$ cat src/rtl/fp8_mul_arbiter_if.sv
// Bus bundle for fp8_mul_arbiter: two operand handshakes, the multiplier issue/product
// path, and two response FIFO heads.
// slave  : arbiter view (accepts requests, drives the multiplier, presents responses).
// master : environment view (offers requests, computes products, consumes responses).
interface fp8_mul_arbiter_if;
  logic       req0_valid;
  logic       req0_ready;
  logic [7:0] req0_a;
  logic [7:0] req0_b;
  logic       req1_valid;
  logic       req1_ready;
  logic [7:0] req1_a;
  logic [7:0] req1_b;
  logic       mul_valid;
  logic [7:0] mul_a;
  logic [7:0] mul_b;
  logic [7:0] mul_p;
  logic       rsp0_valid;
  logic       rsp0_ready;
  logic [7:0] rsp0_p;
  logic       rsp1_valid;
  logic       rsp1_ready;
  logic [7:0] rsp1_p;

  modport slave (
    input  req0_valid, req0_a, req0_b, req1_valid, req1_a, req1_b,
    output req0_ready, req1_ready,
    output mul_valid, mul_a, mul_b,
    input  mul_p,
    output rsp0_valid, rsp0_p, rsp1_valid, rsp1_p,
    input  rsp0_ready, rsp1_ready
  );

  modport master (
    output req0_valid, req0_a, req0_b, req1_valid, req1_a, req1_b,
    input  req0_ready, req1_ready,
    input  mul_valid, mul_a, mul_b,
    output mul_p,
    input  rsp0_valid, rsp0_p, rsp1_valid, rsp1_p,
    output rsp0_ready, rsp1_ready
  );
endinterface

$ cat src/rtl/fp8_mul_arbiter.sv
// fp8_mul_arbiter: round-robin sharing of one fixed-latency FP8 multiplier between two
// requesters. Results are routed back by a tag pipeline into per-requester response
// FIFOs; issue is credit-gated so a result always has a FIFO slot waiting for it.
// Ports:
//   clk  clock
//   rst  synchronous active-high reset
//   bus  fp8_mul_arbiter_if.slave: req{0,1} operand handshakes, mul_* multiplier
//        issue/product, rsp{0,1} response FIFO heads (valid/ready)
module fp8_mul_arbiter #(
  parameter int unsigned MUL_LAT    = 2,
  parameter int unsigned FIFO_DEPTH = 4
) (
  input logic              clk,
  input logic              rst,
  fp8_mul_arbiter_if.slave bus
);
  localparam int unsigned DATA_W = 8;
  localparam int unsigned PTR_W  = $clog2(FIFO_DEPTH);
  localparam int unsigned CNT_W  = $clog2(FIFO_DEPTH + 1);
  localparam int unsigned SUM_W  = CNT_W + 1;

  typedef enum logic {PRI_0 = 1'b0, PRI_1 = 1'b1} pri_e;

  pri_e                   pri_q;
  pri_e                   pri_d;
  logic [1:0]             req_valid;
  logic [1:0]             rsp_ready;
  logic [1:0]             credit;
  logic [1:0]             elig;
  logic [1:0]             grant_c;
  logic [1:0]             push;
  logic [1:0]             pop;
  logic [1:0]             rsp_valid;
  logic [1:0][DATA_W-1:0] rsp_p;

  logic                   mul_valid_q;
  logic [DATA_W-1:0]      mul_a_q;
  logic [DATA_W-1:0]      mul_b_q;
  logic                   mul_id_q;
  logic [MUL_LAT-1:0]     tag_v_q;
  logic [MUL_LAT-1:0]     tag_id_q;
  logic                   wb_v;
  logic                   wb_id;

  assign req_valid = {bus.req1_valid, bus.req0_valid};
  assign rsp_ready = {bus.rsp1_ready, bus.rsp0_ready};
  assign elig      = req_valid & credit & {2{~rst}};

  // Priority pointer register
  always_ff @(posedge clk) begin
    if (rst) pri_q <= PRI_0;
    else     pri_q <= pri_d;
  end

  // Grant selection and pointer update: the loser of a grant gets priority next time
  always_comb begin
    grant_c = '0;
    pri_d   = pri_q;
    if (elig == 2'b11) grant_c = (pri_q == PRI_0) ? 2'b01 : 2'b10;
    else               grant_c = elig;
    if (grant_c[0])      pri_d = PRI_1;
    else if (grant_c[1]) pri_d = PRI_0;
  end

  // Issue register plus tag pipeline; the tag stage fed by mul_valid_q lines up
  // with mul_p after MUL_LAT further cycles.
  always_ff @(posedge clk) begin
    if (rst) begin
      mul_valid_q <= 1'b0;
      mul_a_q     <= '0;
      mul_b_q     <= '0;
      mul_id_q    <= 1'b0;
      tag_v_q     <= '0;
      tag_id_q    <= '0;
    end else begin
      mul_valid_q <= |grant_c;
      if (|grant_c) begin
        mul_a_q  <= grant_c[1] ? bus.req1_a : bus.req0_a;
        mul_b_q  <= grant_c[1] ? bus.req1_b : bus.req0_b;
        mul_id_q <= grant_c[1];
      end
      tag_v_q  <= (tag_v_q << 1) | MUL_LAT'(mul_valid_q);
      tag_id_q <= (tag_id_q << 1) | MUL_LAT'(mul_id_q);
    end
  end

  assign wb_v  = tag_v_q[MUL_LAT-1];
  assign wb_id = tag_id_q[MUL_LAT-1];

  for (genvar g = 0; g < 2; g++) begin : g_rq
    logic [DATA_W-1:0] mem [FIFO_DEPTH];
    logic [PTR_W-1:0]  wr_ptr_q;
    logic [PTR_W-1:0]  rd_ptr_q;
    logic [CNT_W-1:0]  count_q;
    logic [CNT_W-1:0]  inflight_q;

    assign credit[g]    = (SUM_W'(inflight_q) + SUM_W'(count_q)) < SUM_W'(FIFO_DEPTH);
    assign push[g]      = wb_v && (wb_id == 1'(g));
    assign rsp_valid[g] = (count_q != '0);
    assign pop[g]       = rsp_valid[g] && rsp_ready[g];
    assign rsp_p[g]     = rsp_valid[g] ? mem[rd_ptr_q] : '0;

    // Payload storage; contents are only observed behind rsp_valid, so no reset
    always_ff @(posedge clk) begin
      if (push[g]) mem[wr_ptr_q] <= bus.mul_p;
    end

    // Pointers (wrap naturally at the power-of-two depth), occupancy and in-flight count
    always_ff @(posedge clk) begin
      if (rst) begin
        wr_ptr_q   <= '0;
        rd_ptr_q   <= '0;
        count_q    <= '0;
        inflight_q <= '0;
      end else begin
        if (push[g]) wr_ptr_q <= wr_ptr_q + 1'b1;
        if (pop[g])  rd_ptr_q <= rd_ptr_q + 1'b1;
        case ({push[g], pop[g]})
          2'b10:   count_q <= count_q + 1'b1;
          2'b01:   count_q <= count_q - 1'b1;
          default: ;
        endcase
        case ({grant_c[g], push[g]})
          2'b10:   inflight_q <= inflight_q + 1'b1;
          2'b01:   inflight_q <= inflight_q - 1'b1;
          default: ;
        endcase
      end
    end
  end

  assign bus.req0_ready = grant_c[0];
  assign bus.req1_ready = grant_c[1];
  assign bus.mul_valid  = mul_valid_q;
  assign bus.mul_a      = mul_a_q;
  assign bus.mul_b      = mul_b_q;
  assign bus.rsp0_valid = rsp_valid[0];
  assign bus.rsp0_p     = rsp_p[0];
  assign bus.rsp1_valid = rsp_valid[1];
  assign bus.rsp1_p     = rsp_p[1];
endmodule

$ cat src/flat_wrapper.sv
// flat-port wrapper written by rule: the top's interface ports become plain ports
module fp8_mul_arbiter_flat 
#(
  parameter int unsigned MUL_LAT    = 2,
  parameter int unsigned FIFO_DEPTH = 4
)
  (clk, rst, bus_req0_valid, bus_req0_a, bus_req0_b, bus_req1_valid, bus_req1_a, bus_req1_b, bus_req0_ready, bus_req1_ready, bus_mul_valid, bus_mul_a, bus_mul_b, bus_mul_p, bus_rsp0_valid, bus_rsp0_p, bus_rsp1_valid, bus_rsp1_p, bus_rsp0_ready, bus_rsp1_ready);
  fp8_mul_arbiter_if bus_i ();
  input logic clk;
  input logic rst;
  input wire logic [$bits(bus_i.req0_valid)-1:0] bus_req0_valid;
  input wire logic [$bits(bus_i.req0_a)-1:0] bus_req0_a;
  input wire logic [$bits(bus_i.req0_b)-1:0] bus_req0_b;
  input wire logic [$bits(bus_i.req1_valid)-1:0] bus_req1_valid;
  input wire logic [$bits(bus_i.req1_a)-1:0] bus_req1_a;
  input wire logic [$bits(bus_i.req1_b)-1:0] bus_req1_b;
  output wire logic [$bits(bus_i.req0_ready)-1:0] bus_req0_ready;
  output wire logic [$bits(bus_i.req1_ready)-1:0] bus_req1_ready;
  output wire logic [$bits(bus_i.mul_valid)-1:0] bus_mul_valid;
  output wire logic [$bits(bus_i.mul_a)-1:0] bus_mul_a;
  output wire logic [$bits(bus_i.mul_b)-1:0] bus_mul_b;
  input wire logic [$bits(bus_i.mul_p)-1:0] bus_mul_p;
  output wire logic [$bits(bus_i.rsp0_valid)-1:0] bus_rsp0_valid;
  output wire logic [$bits(bus_i.rsp0_p)-1:0] bus_rsp0_p;
  output wire logic [$bits(bus_i.rsp1_valid)-1:0] bus_rsp1_valid;
  output wire logic [$bits(bus_i.rsp1_p)-1:0] bus_rsp1_p;
  input wire logic [$bits(bus_i.rsp0_ready)-1:0] bus_rsp0_ready;
  input wire logic [$bits(bus_i.rsp1_ready)-1:0] bus_rsp1_ready;
  assign bus_i.req0_valid = bus_req0_valid;
  assign bus_i.req0_a = bus_req0_a;
  assign bus_i.req0_b = bus_req0_b;
  assign bus_i.req1_valid = bus_req1_valid;
  assign bus_i.req1_a = bus_req1_a;
  assign bus_i.req1_b = bus_req1_b;
  assign bus_req0_ready = bus_i.req0_ready;
  assign bus_req1_ready = bus_i.req1_ready;
  assign bus_mul_valid = bus_i.mul_valid;
  assign bus_mul_a = bus_i.mul_a;
  assign bus_mul_b = bus_i.mul_b;
  assign bus_i.mul_p = bus_mul_p;
  assign bus_rsp0_valid = bus_i.rsp0_valid;
  assign bus_rsp0_p = bus_i.rsp0_p;
  assign bus_rsp1_valid = bus_i.rsp1_valid;
  assign bus_rsp1_p = bus_i.rsp1_p;
  assign bus_i.rsp0_ready = bus_rsp0_ready;
  assign bus_i.rsp1_ready = bus_rsp1_ready;
  fp8_mul_arbiter #(.MUL_LAT(MUL_LAT), .FIFO_DEPTH(FIFO_DEPTH)) u_core (.clk(clk), .rst(rst), .bus(bus_i));
endmodule
$ cat config.mk
export PLATFORM = sky130hd
export DESIGN_NAME = fp8_mul_arbiter_flat
export DESIGN_NICKNAME = d
export VERILOG_FILES = /design/src/rtl/fp8_mul_arbiter_if.sv /design/src/rtl/fp8_mul_arbiter.sv /design/src/flat_wrapper.sv
export SDC_FILE = /design/constraint.sdc
export NUM_CORES = 1
export LEC_CHECK = 0
export ABC_CLOCK_PERIOD_IN_PS = 2650
export CAP_MARGIN = 20
export CELL_PAD_IN_SITES_DETAIL_PLACEMENT = 0
export CELL_PAD_IN_SITES_GLOBAL_PLACEMENT = 1
export CORE_ASPECT_RATIO = 1.2
export CORE_MARGIN = 8
export CORE_UTILIZATION = 38
export DETAILED_ROUTE_END_ITERATION = 8
export HOLD_SLACK_MARGIN = 0.15
export MAX_ROUTING_LAYER = met4
export PLACE_DENSITY_LB_ADDON = 0.1
export SETUP_SLACK_MARGIN = 0.2
export SYNTH_ARGS = -nofsm -noshare
export SYNTH_HDL_FRONTEND = slang
export SYNTH_SLANG_ARGS = --single-unit
$ cat constraint.sdc
create_clock -name clk -period 2.65 [get_ports clk]
set_input_delay 0.265 -clock clk [delete_from_list [all_inputs] [get_ports clk]]
set_output_delay 0.265 -clock clk [all_outputs]
set_load 0.01 [all_outputs]
After elaboration in Yosys (flattened, before gate mapping):

Memory sizes are Yosys's and may differ from the RTL's. A register that Yosys moved wholly into a read port is not among the register bits.
Index checks and enable logic that the tools add are counted.

* output and inout port bits: 37
* memories: 2
* RAM bits: 64
* register bits: 43
* logic and storage cells: 80
* bits of input ports: 46
* latch bits: 0
* memory bits (read-only): 0

Memories
* u_core.g_rq[0].mem: depth 4, bits a word 8, rd ports 1, clocked after memory_dff 1, wr ports 1, line fp8_mul_arbiter.sv:91 `logic [DATA_W-1:0] mem [FIFO_DEPTH];`
* u_core.g_rq[1].mem: depth 4, bits a word 8, rd ports 1, clocked after memory_dff 1, wr ports 1, line fp8_mul_arbiter.sv:91

* shift operators: 0
* div/mod/pow operators: 0
* reduce and logical (&&, ||, !) cells: 12
* magnitude comparators: 2
* equal/unequal tests: 9
* bitwise gates (word level): 6
* $add $sub $neg: 14
* $mul: 0
* muxes and demuxes: 20

Operators by type and width (number)
* 8-bit 2-to-1 mux: 4
* 3-bit one-hot mux with 2 select lines: 4
* 3-bit by 1-bit adder with 3-bit output (second input constant): 4
* 2-bit 2-to-1 mux: 6
* 3-bit by 1-bit subtractor with 3-bit output (second input constant): 4
* 2-bit == test (second input constant): 5
* 2-bit nonzero test: 5
* 2-bit by 1-bit adder with 2-bit output (second input constant): 4
* 3-bit by 3-bit adder with 4-bit output: 2
* 2-bit by 1-bit == test with 1-bit output (second input constant): 4
* 4-bit by 3-bit < comparator with 1-bit output (second input constant): 2
* 1-bit 2-to-1 mux: 6
* 3-bit nonzero test: 2
* 2-bit bitwise AND: 2
* 1-bit logical AND: 4
* 2-bit by 1-bit bitwise OR with 2-bit output: 2
* 1-bit NOT: 2
* 2-bit OR reduction: 1

Logic depth before layout (Yosys ltp):

Gate-level depths: netlist (run 1).

* depth in word-level cells: 8
* gate-level depth with buffers: 11
* mapped depth without buffers: 10

Least setup slack after synthesis (run 1):

No wires, ideal clock.

* kind: register to register
* start point: register u_core.g_rq[0].inflight_q[2]
* end point: register u_core.g_rq[0].inflight_q[2]
* path buffers: 2
* cell stages (with the launch flop): 12
* slack: 14 ps
* library setup time: 70 ps
* data required time: 2580 ps
* period minus slack after synthesis: 2636 ps
* data arrival time: 2565 ps
* cell sequence: dfxtp_1 ha_1 nor4b_2 and3_1 buf_2 buf_4 nand2_1 ha_1 fa_1 xnor2_1 or3_1 a21oi_1

* longest elaborated chain between the ends: 8
* elaborated cells on any way between the ends: 12
* classes of those cells: add/sub (3); order compare (1); eq/ne (3); mux (2); bitwise (2); reduce/logical (1)

RTL lines
* from (decl): line fp8_mul_arbiter.sv:95 `logic [CNT_W-1:0] inflight_q;`
* from (signal assigned): line fp8_mul_arbiter.sv:124 `2'b10: inflight_q <= inflight_q + 1'b1;`
* from (signal assigned): line fp8_mul_arbiter.sv:125 `2'b01: inflight_q <= inflight_q - 1'b1;`
* 3-bit by 3-bit adder with 4-bit output: line fp8_mul_arbiter.sv:97 `assign credit[g] = (SUM_W'(inflight_q) + SUM_W'(count_q)) < SUM_W'(FIFO_DEPTH);`
* 4-bit by 3-bit < comparator with 1-bit output: line fp8_mul_arbiter.sv:97
* 2-bit bitwise AND (2 in series): line fp8_mul_arbiter.sv:47 `assign elig = req_valid & credit & {2{~rst}};`
* 2-bit == test: line fp8_mul_arbiter.sv:59 `if (elig == 2'b11) grant_c = (pri_q == PRI_0) ? 2'b01 : 2'b10;`
* 2-bit 2-to-1 mux: line fp8_mul_arbiter.sv:59
* 2-bit by 1-bit == test with 1-bit output / 2-bit == test (equally long branches): line fp8_mul_arbiter.sv:123 `case ({grant_c[g], push[g]})`
* 3-bit one-hot mux with 2 select lines / 2-bit nonzero test (equally long branches)

Several ways; a longest one is shown, not always the timed one.
A chain may end at the register's enable or synchronous reset.

Final worst setup path (run 1):

* start point: register u_core.g_rq[0].count_q[2]
* end point: register u_core.g_rq[0].inflight_q[2]

* longest elaborated chain between the ends: 8
* elaborated cells on any way between the ends: 10
* classes of those cells: add/sub (1); order compare (1); eq/ne (3); mux (2); bitwise (2); reduce/logical (1)

RTL lines
* from (decl): line fp8_mul_arbiter.sv:94 `logic [CNT_W-1:0] count_q;`
* from (signal assigned): line fp8_mul_arbiter.sv:119 `2'b10: count_q <= count_q + 1'b1;`
* from (signal assigned): line fp8_mul_arbiter.sv:120 `2'b01: count_q <= count_q - 1'b1;`
* 3-bit by 3-bit adder with 4-bit output (*): line fp8_mul_arbiter.sv:97
* 4-bit by 3-bit < comparator with 1-bit output (*): line fp8_mul_arbiter.sv:97
* 2-bit bitwise AND (*) (2 in series): line fp8_mul_arbiter.sv:47
* 2-bit == test: line fp8_mul_arbiter.sv:59
* 2-bit 2-to-1 mux (*): line fp8_mul_arbiter.sv:59
* 2-bit by 1-bit == test with 1-bit output / 2-bit == test (equally long branches): line fp8_mul_arbiter.sv:123
* 3-bit one-hot mux with 2 select lines / 2-bit nonzero test (equally long branches)

Mark *: on every way between the ends. The rest lies on a longest branch, timed or not.

==> impl.org, run 1 <==
** Logic synthesis
- Cell Area, Synth :: roughly 4800 sq um
- The number of nets handed over by synthesis was about 420.
- In this run, synthesis produced a sequential element count of between 100 and 150.
- Synthesis produced 358 cells.
- A synthesized cell averages 13.32 sq um.
- Biggest area contributors in the synthesized netlist :: edfxtp_1 (40%), dfxtp_1 (20%), mux4_2 (7.6%), ha_1 (4.2%), and2_1 (3.0%)
- Synthesized-area fraction occupied by adder cells :: 0.05878
- After synthesis, the share of cell area in mux cells is 0.07977.
- Of the post-synthesis cell area, the dominant cell type holds 0.4030.
- Number of distinct library cells after synthesis :: 34
- Of the total synthesized cell area, the portion taken by XOR and XNOR cells is 0.02572.
- The area fraction in compound gates after synthesis came to 0.09236.
- After synthesis, the largest family of logic cells by area is simple AND/OR/NAND/NOR gates.
- edfxtp_1 takes more of the synthesized area than any other cell.
- Synth warnings :: 0
- Simple-gate area share of the yosys netlist :: 0.1065
- The share of the Yosys chip area taken by registers is 0.6004.

** Flow run
- Number of max-cap violations :: 0

** Clock tree
- Clk Tree Root Cell :: clkbuf_16
- Clock tree from TritonCTS :: done
- Number of buffers created by CTS :: 9
- After clock tree synthesis, the clock-pin slew on the worst setup and hold paths is 0.07 ns.
- At the later pin of the worst-skew pair, clock insertion delay measures around 0.35 ns.
- The H-tree was split into 3 levels.
- CTS saw around 110 sinks.
- Maximum number of buffers from clock root to sink :: 2

** Setup path
- Grouping stages by cell kind, the critical path spends the most delay in simple AND/OR/NAND/NOR gates.
- The largest single stage delay on the critical path is about 0.35 ns.
- Endpoint of the worst-slack reg-to-reg timing path :: u_core.g_rq[0].inflight_q[2]
- Standard cell with the maximum stage delay on the critical path :: dfxtp_2
- R2r worst-path depth :: 9
- Most used cell, CP :: ha_4
- CP Data Arrival Time :: roughly 2.6 ns
- Endpoint type of the worst setup path :: register
- Crit path cell chain :: ha_4 > nor4b_4 > and3_4 > nand2_4 > ha_4 > fa_2 > xnor2_1 > or3_1 > a21oi_1
- Worst reg2reg startpoint :: u_core.g_rq[0].count_q[2]
- Counting both buffers and inverters, the worst setup path holds a total of 0.
- Top fanout value on the critical path :: 4
- Critical path class :: register to register
- Data on the critical path is required at its endpoint by between 2 and 3 ns.
- Critical path launch point type :: register
- In this run the register-to-register setup slack is just under 0.3 ns.

** GRT
- Vias in the first global route :: about 3100
- First-pass GRT wire length :: 16470 um
- The number of antenna violations at the first check in global routing came to 0.
- Overall track demand over capacity in global routing :: 0.1313
- Pin count of the biggest net entering global routing :: 34
- Summed over all layers, the global routing overflow is 0.

** Floorplan
- From bottom edge to top edge, the die measures between 100 and 150 um.
- The die covers 16400 sq um.
- For this design the top-level I/O count stands at 83.
- Floorplan core area :: ~12000 sq um
- Initial Utilization :: 0.3832
- Row count :: 45
- Horizontal extent of the die :: ~120 um

** Timing
- Final hold analysis gives a worst-case slack of 0.4304 ns.
- Max Clock Skew :: just under 0.009 ns
- The worst pin sits at a relative slew slack of 0.5757.
- Worst Max-Slew Pin Slew :: 0.6364 ns
- Setup violations remaining at the end of the flow were counted as 0.
- Final Cycle Share :: 0.8900
- RSZ-0062 raised after global routing :: false
- The number of max-slew violations in the final report was 0.
- Achievable Freq :: approximately 420 MHz
- Post-route minimum period :: ~2.4 ns
- After routing, the total negative slack on setup checks comes to 0 ns.
- The final hold violation count was 0.

** Final layout
- Finished Core Util :: 0.4941
- The repair_antennas step left the layout with diodes totalling 0.
- In the final design database the tool counted 508 nets.
- Layout Cell Area excl Fill :: just over 6000 sq um
- Fraction of layout instances using a drive strength above 1 :: 0.1678
- Area delta synth->final :: 28.94%

** Place
- The placed instances occupy a cell area of 5807 sq um.
- Once detailed placement completed, the half-perimeter wirelength came to ~7300 um.
- At the end of routability-driven placement, the weighted congestion stood at about 0.7.
- Input and output buffers added on the ports amount to 82.

** Min path
- Worst min-delay path category :: register to register
- Hold Crit Start :: u_core.tag_v_q[0]
- Hold Path Sink :: u_core.tag_v_q[1]
- Worst hold path stage count :: 1

** Drt
- DRC errors left :: 0
- Pre-antenna DRT Iters :: 4
- The first routing iteration left about 120 violations.
- Overall routed net length :: a little over 10000 um
- Using the TritonRoute via totals, the vias-per-cell ratio works out to 4.930.
- Number of nets still failing antenna checks after routing :: 0
- After detailed routing, the average wire length per cell comes to about 17 um.
- Summing over every cut layer, the via total after detailed routing is ~3000.

** Pwr
- In this run the static leakage power is between 2 and 2.5 nW.
- Power spread over the standard cell area amounts to approximately 660 nW/um^2.
- Worst vdd rail ir drop :: between 0.2 and 0.3 mV

** Status
- The run finished with clean final reports.
-- worst max-delay path by stage --
stage | from | to | slack [ns] | cells after the start
after floorplan | u_core.g_rq[0].inflight_q[2] | u_core.g_rq[0].inflight_q[2] | 0.18 | 11
after global placement | bus_req0_valid | u_core.g_rq[0].inflight_q[2] | 0.13 | 9
after detailed placement | bus_req0_valid | u_core.g_rq[0].inflight_q[2] | 0.06 | 9
after CTS | u_core.g_rq[0].inflight_q[2] | bus_req1_ready | 0.21 | 6
after global routing | u_core.g_rq[0].count_q[2] | u_core.g_rq[0].inflight_q[2] | 0.21 | 9
final | u_core.g_rq[0].count_q[2] | u_core.g_rq[0].inflight_q[2] | 0.29 | 9
-- final cells by class --
type	instances	area, sq um
multi-input combinational	210	1799
fill	1105	6295
clock buffer	9	225.2
tap	164	205.2
timing repair buffer	96	924.6
clock inverter	7	72.57
inverter	14	52.55
sequential	111	2869
-- kinds of logic (layout without fill, tap and decap cells) --
kind of cell	count (synthesis)	count (layout)
flip-flops	111	111
multiplexers	18	18
AO/OA/AOI/OAI	64	64
AND/OR/NAND/NOR	94	94
adder cells (fa/ha/maj)	20	20
buffers and inverters	37	126
XOR/XNOR	14	14
-- synth_stat cells --
master	instances
a211oi_1	16
a21oi_1	10
a31oi_1	8
a31oi_2	9
and2_1	23
and3_1	6
and4_4	1
buf_1	2
buf_2	7
buf_4	1
buf_6	3
clkbuf_1	10
dfxtp_1	47
edfxtp_1	64
fa_1	4
ha_1	16
inv_1	13
inv_2	1
mux2i_1	2
mux4_2	16
nand2_1	6
nand3_1	20
nand3_2	1
nand4_1	1
nor2_1	23
nor2b_1	5
nor4b_2	1
o21ai_0	11
o21ai_1	9
o21bai_1	1
or2_1	1
or3_1	6
xnor2_1	6
xor2_1	8
-- through the flow --
stage / worst slack [ns] / cells / power [W]
2_1_floorplan: 0.1752 / 358 / 0.002396
3_3_place_gp: 0.1261 / 594 / 0.002752
3_5_place_dp: 0.06156 / 594 / 0.002761
4_1_cts: 0.2111 / 610 / 0.004115
5_1_grt: 0.2067 / 611 / 0.004254
6_report: 0.2915 / 611 / 0.004049
-- layout by cell type, fill, tap and decap left out, types with 11 or more instances in the layout --
cell and instances:
nor2_1 22, dfxtp_1 42, inv_1 13, o21ai_0 11, ha_1 12, a211oi_1 16, clkdlybuf4s50_1 81, nand3_1 19
and2_1 23, mux4_2 16, buf_4 14, edfxtp_1 64
-- power by group --
part / switching [W] / internal, W
Sequential: 0.0000580 / 0.00190
Clock: 0.000663 / 0.000670
Combinational: 0.000340 / 0.000416
Total: 0.00106 / 0.00299
-- flip-flops by register name, summed over array words and instances, names as in the netlist, 2 cells and up, named ones only --
name                    count
u_core.g_rq.wr_ptr_q        4
u_core.g_rq.inflight_q      6
u_core.bus.mul_a            8
u_core.bus.mul_b            8
u_core.g_rq.mem            64
u_core.g_rq.count_q         6
u_core.g_rq.rd_ptr_q        4
u_core.tag_id_q             2
u_core.tag_v_q              2
-- per-layer routing --
layer | share of wire | GRT usage | wire length, um | vias up
met1 | 0.44 | 0.1524 | 4520 | 1432
met4 | 0.014 | 0.05135 | 142 | 0
met3 | 0.065 | 0.04603 | 662 | 9
li1 | - | - | - | 1483
met5 | 0 | - | 0 | -
met2 | 0.48 | 0.2047 | 4900 | 88
-- what timing repair did --
item,4_1_cts,5_1_grt
pin swaps,0,2
hold buffers,0,0
gates resized for setup,3,10
setup buffers,0,1
setup endpoints to repair,3,3
Note: power is estimated with default switching activity, not from simulation.
==> inputs of run 2 (changes only) <==
--- a/config.mk
+++ b/config.mk
@@ -12,11 +12,11 @@
 export CORE_ASPECT_RATIO = 1.2
 export CORE_MARGIN = 8
 export CORE_UTILIZATION = 38
+export CTS_CLUSTER_SIZE = 40
 export DETAILED_ROUTE_END_ITERATION = 8
 export HOLD_SLACK_MARGIN = 0.15
 export MAX_ROUTING_LAYER = met4
 export PLACE_DENSITY_LB_ADDON = 0.1
-export SETUP_SLACK_MARGIN = 0.2
 export SYNTH_ARGS = -nofsm -noshare
 export SYNTH_HDL_FRONTEND = slang
 export SYNTH_SLANG_ARGS = --single-unit
==> run 2 against run 1 <==
  * Critical path depth fell by 3
  * Critical endpoint is now bus_req0_ready
  * Clock skew increased by 0.0017 ns
  * Cell count up 0.49%
  * Sequential power hardly changed
  * Combinational power barely moved
  * Routed wire length down 2.5%
  * Maximum frequency decreased by 6.0%
  * First-iteration DRC count increased by 5.2%
  * Utilization is 0.060 points higher
  * Via count decreased by 0.33%
==> impl.org, run 2 (synthesis results as in run 1) <==
** Pwr
- Standby leakage power :: 2.131 nW (was 2.109 nW)
- Total power of the final layout :: 0.004133 W (was 0.004049 W)
- Areal power density over the cells :: 671.3 nW/um^2 (was 658.5 nW/um^2)
- Worst vdd rail ir drop :: 0.3690 mV (was 0.2774 mV)

** Clock tree
- Clock transition at the register clock pins on the worst setup and hold paths after CTS :: 0.07 ns (about the same)
- Clock tree from TritonCTS :: done (unchanged)
- The count of hold buffers inserted by post-cts repair came to 0 (unchanged).
- Worst-Skew Late Latency :: 0.35 ns (about the same)
- Maximum number of buffers from clock root to sink :: 2 (unchanged)
- The number of clock sinks seen by CTS is 111 (unchanged).
- Max H-tree Level :: 3 (unchanged)
- The number of buffers added by the clock tree synthesis step is 9 (unchanged).
- Clk Tree Root Cell :: clkbuf_16 (unchanged)

** Timing
- The number of max-slew violations in the final report came to 0 (unchanged).
- The final hold violation count is 0 (unchanged).
- Post-route minimum period :: 2.510 ns (was 2.358 ns)
- Number of setup violations in the final report :: 0 (unchanged)
- Max Clock Skew :: 0.01054 ns (was 0.008857 ns)
- Final Cycle Share :: 0.9472 (was 0.8900)
- The minimum setup slack in the final design came to 0.1399 ns (was 0.2915 ns).
- The setup TNS after final layout came to 0 ns (unchanged).
- Worst-case headroom to the max-slew limit :: 0.7011 (was 0.5757)
- Worst Max-Slew Pin Slew :: 0.4483 ns (was 0.6364 ns)
- The highest attainable clock frequency came to 398.4 MHz (was 424.0 MHz).
- RSZ-0062 raised after global routing :: false (unchanged)

** Setup path
- The category of the most critical setup path is register to primary output (was register to register).
- Endpoint type of the worst setup path :: primary output (was register)
- The type of element launching the critical path is a register (unchanged).
- Top fanout value on the critical path :: 3 (was 4)
- Number of buffers and inverters on the critical path :: 2 (was 0)
- The maximum cell stage delay along the critical path is 0.55 ns (was 0.35 ns).
- Crit path cell chain: ha_4 > nor4b_4 > and3_4 > buf_6 > and2_1 > clkdlybuf4s50_1 (was ha_4 > nor4b_4 > and3_4 > nand2_4 > ha_4 > fa_2 > xnor2_1 > or3_1 > a21oi_1).
- Kind of cell with the highest combined delay on the critical path :: simple AND/OR/NAND/NOR gates (unchanged)
- The data required time of the critical path came to 2.38 ns (was 2.93 ns).
- The standard cell with the maximum stage delay on the critical path is clkdlybuf4s50_1 (was dfxtp_2).
- The arrival time reported for the critical path endpoint is 2.25 ns (was 2.64 ns).

** Place
- The number of instances in the placed design was 596 (was 594).
- Final GP Congestion :: 0.7171 (was 0.6952)
- Worst slack at placement :: 0.07077 ns (was 0.06156 ns)
- The half-perimeter wire length after placement was 7090 um (was 7268 um).
- Count of buffers inserted at the top-level ports :: 82 (unchanged)

** Final layout
- The utilization after layout came to 0.4947 (was 0.4941).
- Area delta synth->final :: 29.10% (was 28.94%)
- The filler-free cell count of the finished design was 614 (was 611).
- Commonest non-fill, non-tap cell in the layout :: clkdlybuf4s50_1 (unchanged)
- Top library cells by usage in the layout, fill and taps aside :: clkdlybuf4s50_1 (82), edfxtp_1 (64), dfxtp_1 (45) (was clkdlybuf4s50_1 (81), edfxtp_1 (64), dfxtp_1 (42))
- The flip-flop count of the largest register after layout was 64 (unchanged).
- The antenna diode instance count is 0 (unchanged).
- Largest reg by FF count :: u_core.g_rq.mem (unchanged)
- The net total in the final layout is 511 (was 508).
- The share of layout cells above drive strength 1 was 0.1489 (was 0.1678).

** Floorplan
- The effective utilization at floorplan came to 0.3832 (unchanged).
- Row count :: 45 (unchanged)
- The number of I/O pins is 83 (unchanged).
- The die extent in y was 138.7 um (unchanged).
- Horizontal extent of the die :: 118.3 um (unchanged)
- The die footprint was 16400 sq um (unchanged).
- The area of the core came to 12440 sq um (unchanged).

** Status
- Result of the run :: finished clean (unchanged)

** Drt
- The via total after detailed routing was 3002 (was 3012).
- The detailed-routing iteration count for the pre-antenna-repair pass came to 4 (unchanged).
- The via count normalized by instance count is 4.889 (was 4.930).
- Routed length per placed instance :: 16.24 um (was 16.73 um)
- The total detailed-routing wirelength is 9969 um (was 10230 um).
- DRC errors left :: 0 (unchanged)
- The post-route antenna net violation count was 0 (unchanged).
- The number of DRC markers after the initial detailed-route iteration was 122 (was 116).

** GRT
- Vias in the first global route :: 3130 (was 3139)
- Final global-route overflow total :: 0 (unchanged)
- First-pass GRT wire length :: 15960 um (was 16470 um)
- Pin count of the biggest net entering global routing :: 33 (was 34)
- Overall track demand over capacity in global routing :: 0.1254 (was 0.1313)
- The number of antenna violations at the first check in global routing was 0 (unchanged).

** Min path
- The class of the worst hold path is register to register (unchanged).

** Flow run
- Number of max-cap violations :: 0 (unchanged)
run 2: changes by cell type in the layout (fill, tap and decap cells not counted), moves of 2 or more:
cell	previous run	this run
dfxtp_2	5	1
buf_4	14	16
ha_2	2	0
inv_6	1	4
ha_1	12	15
inv_8	3	1
dfxtp_1	42	45
run 2: metrics by stage:
stage          hold WS (ns)  cell area (sq um)
3_3_place_gp         0.4163               5786
6_report             0.4390               6156
3_5_place_dp         0.4273               5786
5_1_grt              0.4602               6156
2_1_floorplan        0.3639               4768
4_1_cts              0.4434               6131
run 2: cell type report:
cell class	instances	area, sq um
clock inverters	7	92.59
inverters	14	52.55
well taps	164	205.2
fillers	1120	6287
multi-input cells	210	1760
clock buffers	9	225.2
flip-flops and latches	111	2868
repair buffers	99	952.2
run 2: final timing paths:
kind	startpoint	to	slack (ns)	cells after the start
max	u_core.g_rq[0].inflight_q[2]	bus_req0_ready	0.14	6
min	u_core.tag_id_q[0]	u_core.tag_id_q[1]	0.44	1
min reg2reg	u_core.tag_id_q[0]	u_core.tag_id_q[1]	0.44	1
max reg2reg	u_core.g_rq[0].inflight_q[2]	u_core.g_rq[0].inflight_q[2]	0.17	10
run 2: per-layer routing:
metal | vias up | GRT usage | routed length (um)
met1 | 1422 | 0.1405 | 4470
met4 | 0 | 0.05068 | 158
li1 | 1486 | - | -
met5 | - | - | 0
met3 | 12 | 0.03829 | 564
met2 | 82 | 0.2050 | 4776
run 2: where the power goes:
| part | switching, W | total, W | internal [W] |
|---|---|---|---|
| combinational | 0.000335 | 0.000753 | 0.000419 |
| clock | 0.000655 | 0.00142 | 0.000762 |
| sequential | 0.0000599 | 0.00196 | 0.00190 |
| total | 0.00105 | 0.00413 | 0.00308 |
run 2: timing repair:
item / in CTS / in global routing
pin swaps: 1 / 2
gates resized for setup: 2 / 6
hold endpoints to repair: 0 / 0
setup buffers: 2 / 0
endpoints found under the setup margin: 1 / 2
==> inputs of run 3 (changes only) <==
--- a/config.mk
+++ b/config.mk
@@ -7,13 +7,14 @@
 export LEC_CHECK = 0
 export ABC_CLOCK_PERIOD_IN_PS = 2650
 export CAP_MARGIN = 20
-export CELL_PAD_IN_SITES_DETAIL_PLACEMENT = 0
+export CELL_PAD_IN_SITES_DETAIL_PLACEMENT = 1
 export CELL_PAD_IN_SITES_GLOBAL_PLACEMENT = 1
 export CORE_ASPECT_RATIO = 1.2
 export CORE_MARGIN = 8
 export CORE_UTILIZATION = 38
 export CTS_CLUSTER_SIZE = 40
 export DETAILED_ROUTE_END_ITERATION = 8
+export GPL_ROUTABILITY_DRIVEN = 0
 export HOLD_SLACK_MARGIN = 0.15
 export MAX_ROUTING_LAYER = met4
 export PLACE_DENSITY_LB_ADDON = 0.1
==> run 3 against run 2 <==
  * Routed wire length rose by 10%
  * Utilization shrank 0.17 points
  * Cell count stayed put
  * Worst hold slack better by 0.0010 ns
  * Global-route usage increased by 1.4 points
  * First-iteration DRC count shrank 1.6%
  * Via count increased by 3.5%
  * Register-to-register slack worse by 0.02 ns
==> impl.org, run 3 (synthesis results as in run 1) <==
** Status
- Result of the run :: finished clean (unchanged)

** Setup path
- Critical path launch point type :: register (unchanged)
- Endpoint of the worst-slack reg-to-reg timing path :: u_core.g_rq[0].inflight_q[2] (unchanged)
- The startpoint of the most critical register-to-register path is u_core.g_rq[0].count_q[2] (was u_core.g_rq[0].inflight_q[2]).
- Required time of the worst setup path :: 2.92 ns (was 2.38 ns)
- Cell depth of the worst setup path :: 10 (was 6)
- Crit path cell chain :: ha_4 > nor4b_4 > and3_4 > buf_4 > nand2_1 > ha_1 > fa_2 > xnor2_1 > or3_1 > a21oi_2 (was ha_4 > nor4b_4 > and3_4 > buf_6 > and2_1 > clkdlybuf4s50_1)
- The timing endpoint of the critical path is u_core.g_rq[0].inflight_q[2] (was bus_req0_ready).
- The arrival time reported for the critical path endpoint came to 2.77 ns (was 2.25 ns).
- CP startpoint :: u_core.g_rq[0].count_q[2] (was u_core.g_rq[0].inflight_q[2])
- Critical path class :: register to register (was register to primary output)
- Standard cell with the maximum stage delay on the critical path :: dfxtp_4 (was clkdlybuf4s50_1)
- The category of the worst setup path capture point is a register (was primary output).
- The worst setup slack for register-to-register paths came to 0.15 ns (was 0.17 ns).
- Top fanout value on the critical path :: 4 (was 3)
- CP max stage delay :: 0.36 ns (was 0.55 ns)
- Kind of cell with the highest combined delay on the critical path :: simple AND/OR/NAND/NOR gates (unchanged)
- R2r worst-path depth :: 10 (unchanged)
- The worst path buffer plus inverter count came to 1 (was 2).

** Timing
- The slew at the pin closest to its max-slew limit came to 0.4512 ns (was 0.4483 ns).
- Final Cycle Share :: 0.9424 (was 0.9472)
- The worst clock skew was 0.01073 ns (was 0.01054 ns).
- Final hold violations :: 0 (unchanged)
- Final TNS setup :: 0 ns (unchanged)
- The minimum period implied by the final worst setup slack came to 2.497 ns (was 2.510 ns).
- The worst slew slack as a fraction of its limit came to 0.6992 (was 0.7011).
- RSZ-0062 raised after global routing :: false (unchanged)
- The number of max-slew violations in the final report is 0 (unchanged).
- Number of setup violations in the final report :: 0 (unchanged)
- Achievable Freq :: 400.4 MHz (was 398.4 MHz)

** Clock tree
- The count of H-tree levels built during CTS is 3 (unchanged).
- Number of clock sinks :: 111 (unchanged)
- The clock network latency to the later pin of the worst-skew pair came to 0.35 ns (about the same).
- Clock tree from TritonCTS :: done (unchanged)
- Clock transition at the register clock pins on the worst setup and hold paths after CTS :: 0.08 ns (was 0.07 ns)
- Number of buffers created by CTS :: 9 (unchanged)
- Clk Tree Root Cell :: clkbuf_16 (unchanged)
- The maximum clock insertion buffer count is 2 (unchanged).

** Floorplan
- Die Footprint :: 16400 sq um (unchanged)
- The effective utilization at floorplan came to 0.3832 (unchanged).
- Floorplan core area :: 12440 sq um (unchanged)
- Row count :: 45 (unchanged)
- The number of I/O pins was 83 (unchanged).
- The die outline width came to 118.3 um (unchanged).
- Chip Height :: 138.7 um (unchanged)

** GRT
- Final global-route overflow total :: 0 (unchanged)
- Number of antenna violations at the first check in global routing :: 0 (unchanged)
- The largest net degree at the start of global routing was 33 (unchanged).
- First-pass GRT wire length :: 17750 um (was 15960 um)
- The global router's overall resource usage was 0.1391 (was 0.1254).
- The number of global-route vias before repair came to 3437 (was 3130).

** Flow run
- The max-cap violation count was 0 (unchanged).

** Final layout
- The most frequent standard cell in the layout excluding fill and tap cells was clkdlybuf4s50_1 (unchanged).
- The net total in the final layout was 511 (unchanged).
- Top library cells by usage in the layout, fill and taps aside :: clkdlybuf4s50_1 (82), edfxtp_1 (64), dfxtp_1 (45) (unchanged)
- Final standard cell count with taps included and fillers excluded :: 614 (unchanged)
- The area growth from synthesis to layout was 28.65% (was 29.10%).
- Fraction of layout instances using a drive strength above 1 :: 0.1511 (was 0.1489)
- The flip-flop count of the largest register after layout was 64 (unchanged).
- The register containing the most flip-flops in the final layout is u_core.g_rq.mem (unchanged).
- The number of inserted filler cells in the final layout was 1283 (was 1120).
- The antenna diode instance count came to 0 (unchanged).

** Drt
- Routed length per placed instance :: 17.86 um (was 16.24 um)
- The detailed-routing iteration count for the pre-antenna-repair pass was 4 (unchanged).
- DRC errors left :: 0 (unchanged)
- The post-route antenna net violation count is 0 (unchanged).
- The via total after detailed routing came to 3106 (was 3002).
- Post-DR vias/cell :: 5.059 (was 4.889)
- Overall routed net length :: 10970 um (was 9969 um)
- Starting DRC count in detailed routing :: 120 (was 122)

** Pwr
- The standby leakage power came to 2.121 nW (was 2.131 nW).
- Areal power density over the cells :: 660.9 nW/um^2 (was 671.3 nW/um^2)
- The maximum vdd drop is 0.3246 mV (was 0.3690 mV).

** Place
- The number of instances in the placed design is 596 (unchanged).
- Sum of net half-perimeters after detailed placement :: 7890 um (was 7090 um)
- Count of buffers inserted at the top-level ports :: 82 (unchanged)

** Min path
- Worst min-delay path category :: register to register (unchanged)
- Hold Crit Start :: u_core.tag_v_q[0] (was u_core.tag_id_q[0])
## run 3: worst min-delay path by stage
stage                                          end  slack [ns]  depth (start not counted)
after CTS                        u_core.tag_v_q[1]        0.45                          1
final                            u_core.tag_v_q[1]        0.44                          1
after detailed placement         u_core.tag_v_q[1]        0.44                          1
after global routing             u_core.tag_v_q[1]        0.46                          1
after global placement           u_core.tag_v_q[1]        0.42                          1
after floorplan           u_core.g_rq[0].mem[0][0]        0.36                          0
## run 3: layout make-up
class                   count  area, sq um  share of cell area
clock buffers               9        225.2             0.03671
clock inverters             7        67.56             0.01101
inverters                  14        52.55            0.008566
multi-input cells         210         1764              0.2876
flip-flops and latches    111         2868              0.4675
well taps                 164        205.2             0.03345
repair buffers             99        952.2              0.1552
## run 3: per-stage QoR
step | cell area (sq um) | power [W] | utilization | hold slack (ns) | setup slack (ns)
floorplan | 4768 | 0.002385 | - | 0.3639 | 0.01449
global placement | 5786 | 0.002748 | 0.4650 | 0.4163 | 0.1197
detailed placement | 5786 | 0.002765 | 0.4650 | 0.4358 | 0.05815
CTS | 6097 | 0.004110 | 0.4900 | 0.4483 | 0.07362
global route | 6135 | 0.004247 | 0.4930 | 0.4631 | 0.04125
finish | 6135 | 0.004054 | 0.4930 | 0.4400 | 0.1527
## run 3: repair_timing
| item | CTS | global route |
|---|---|---|
| buffers inserted | 2 | 0 |
| hold buffers | 0 | 0 |
| gates resized for setup | 1 | 8 |
| endpoints found under the setup margin | 1 | 2 |
| pin swaps | 1 | 3 |
## run 3: power breakdown
| group | internal [W] | total [W] | switching, W | leakage [nW] |
|---|---|---|---|---|
| Sequential | 0.00190 | 0.00196 | 0.0000607 | 0.964 |
| Combinational | 0.000419 | 0.000762 | 0.000344 | 1.01 |
| Clock | 0.000666 | 0.00133 | 0.000663 | 0.146 |
| Total | 0.00299 | 0.00405 | 0.00107 | 2.12 |
## run 3: per-layer routing
metal  routed length [um]  track usage  vias to the layer above
li1                     -            -                     1491
met1                 4707       0.1507                     1525
met2                 5500       0.2364                       80
met3                  600      0.03829                       10
met4                  156      0.05608                        0
met5                    0            -                        -
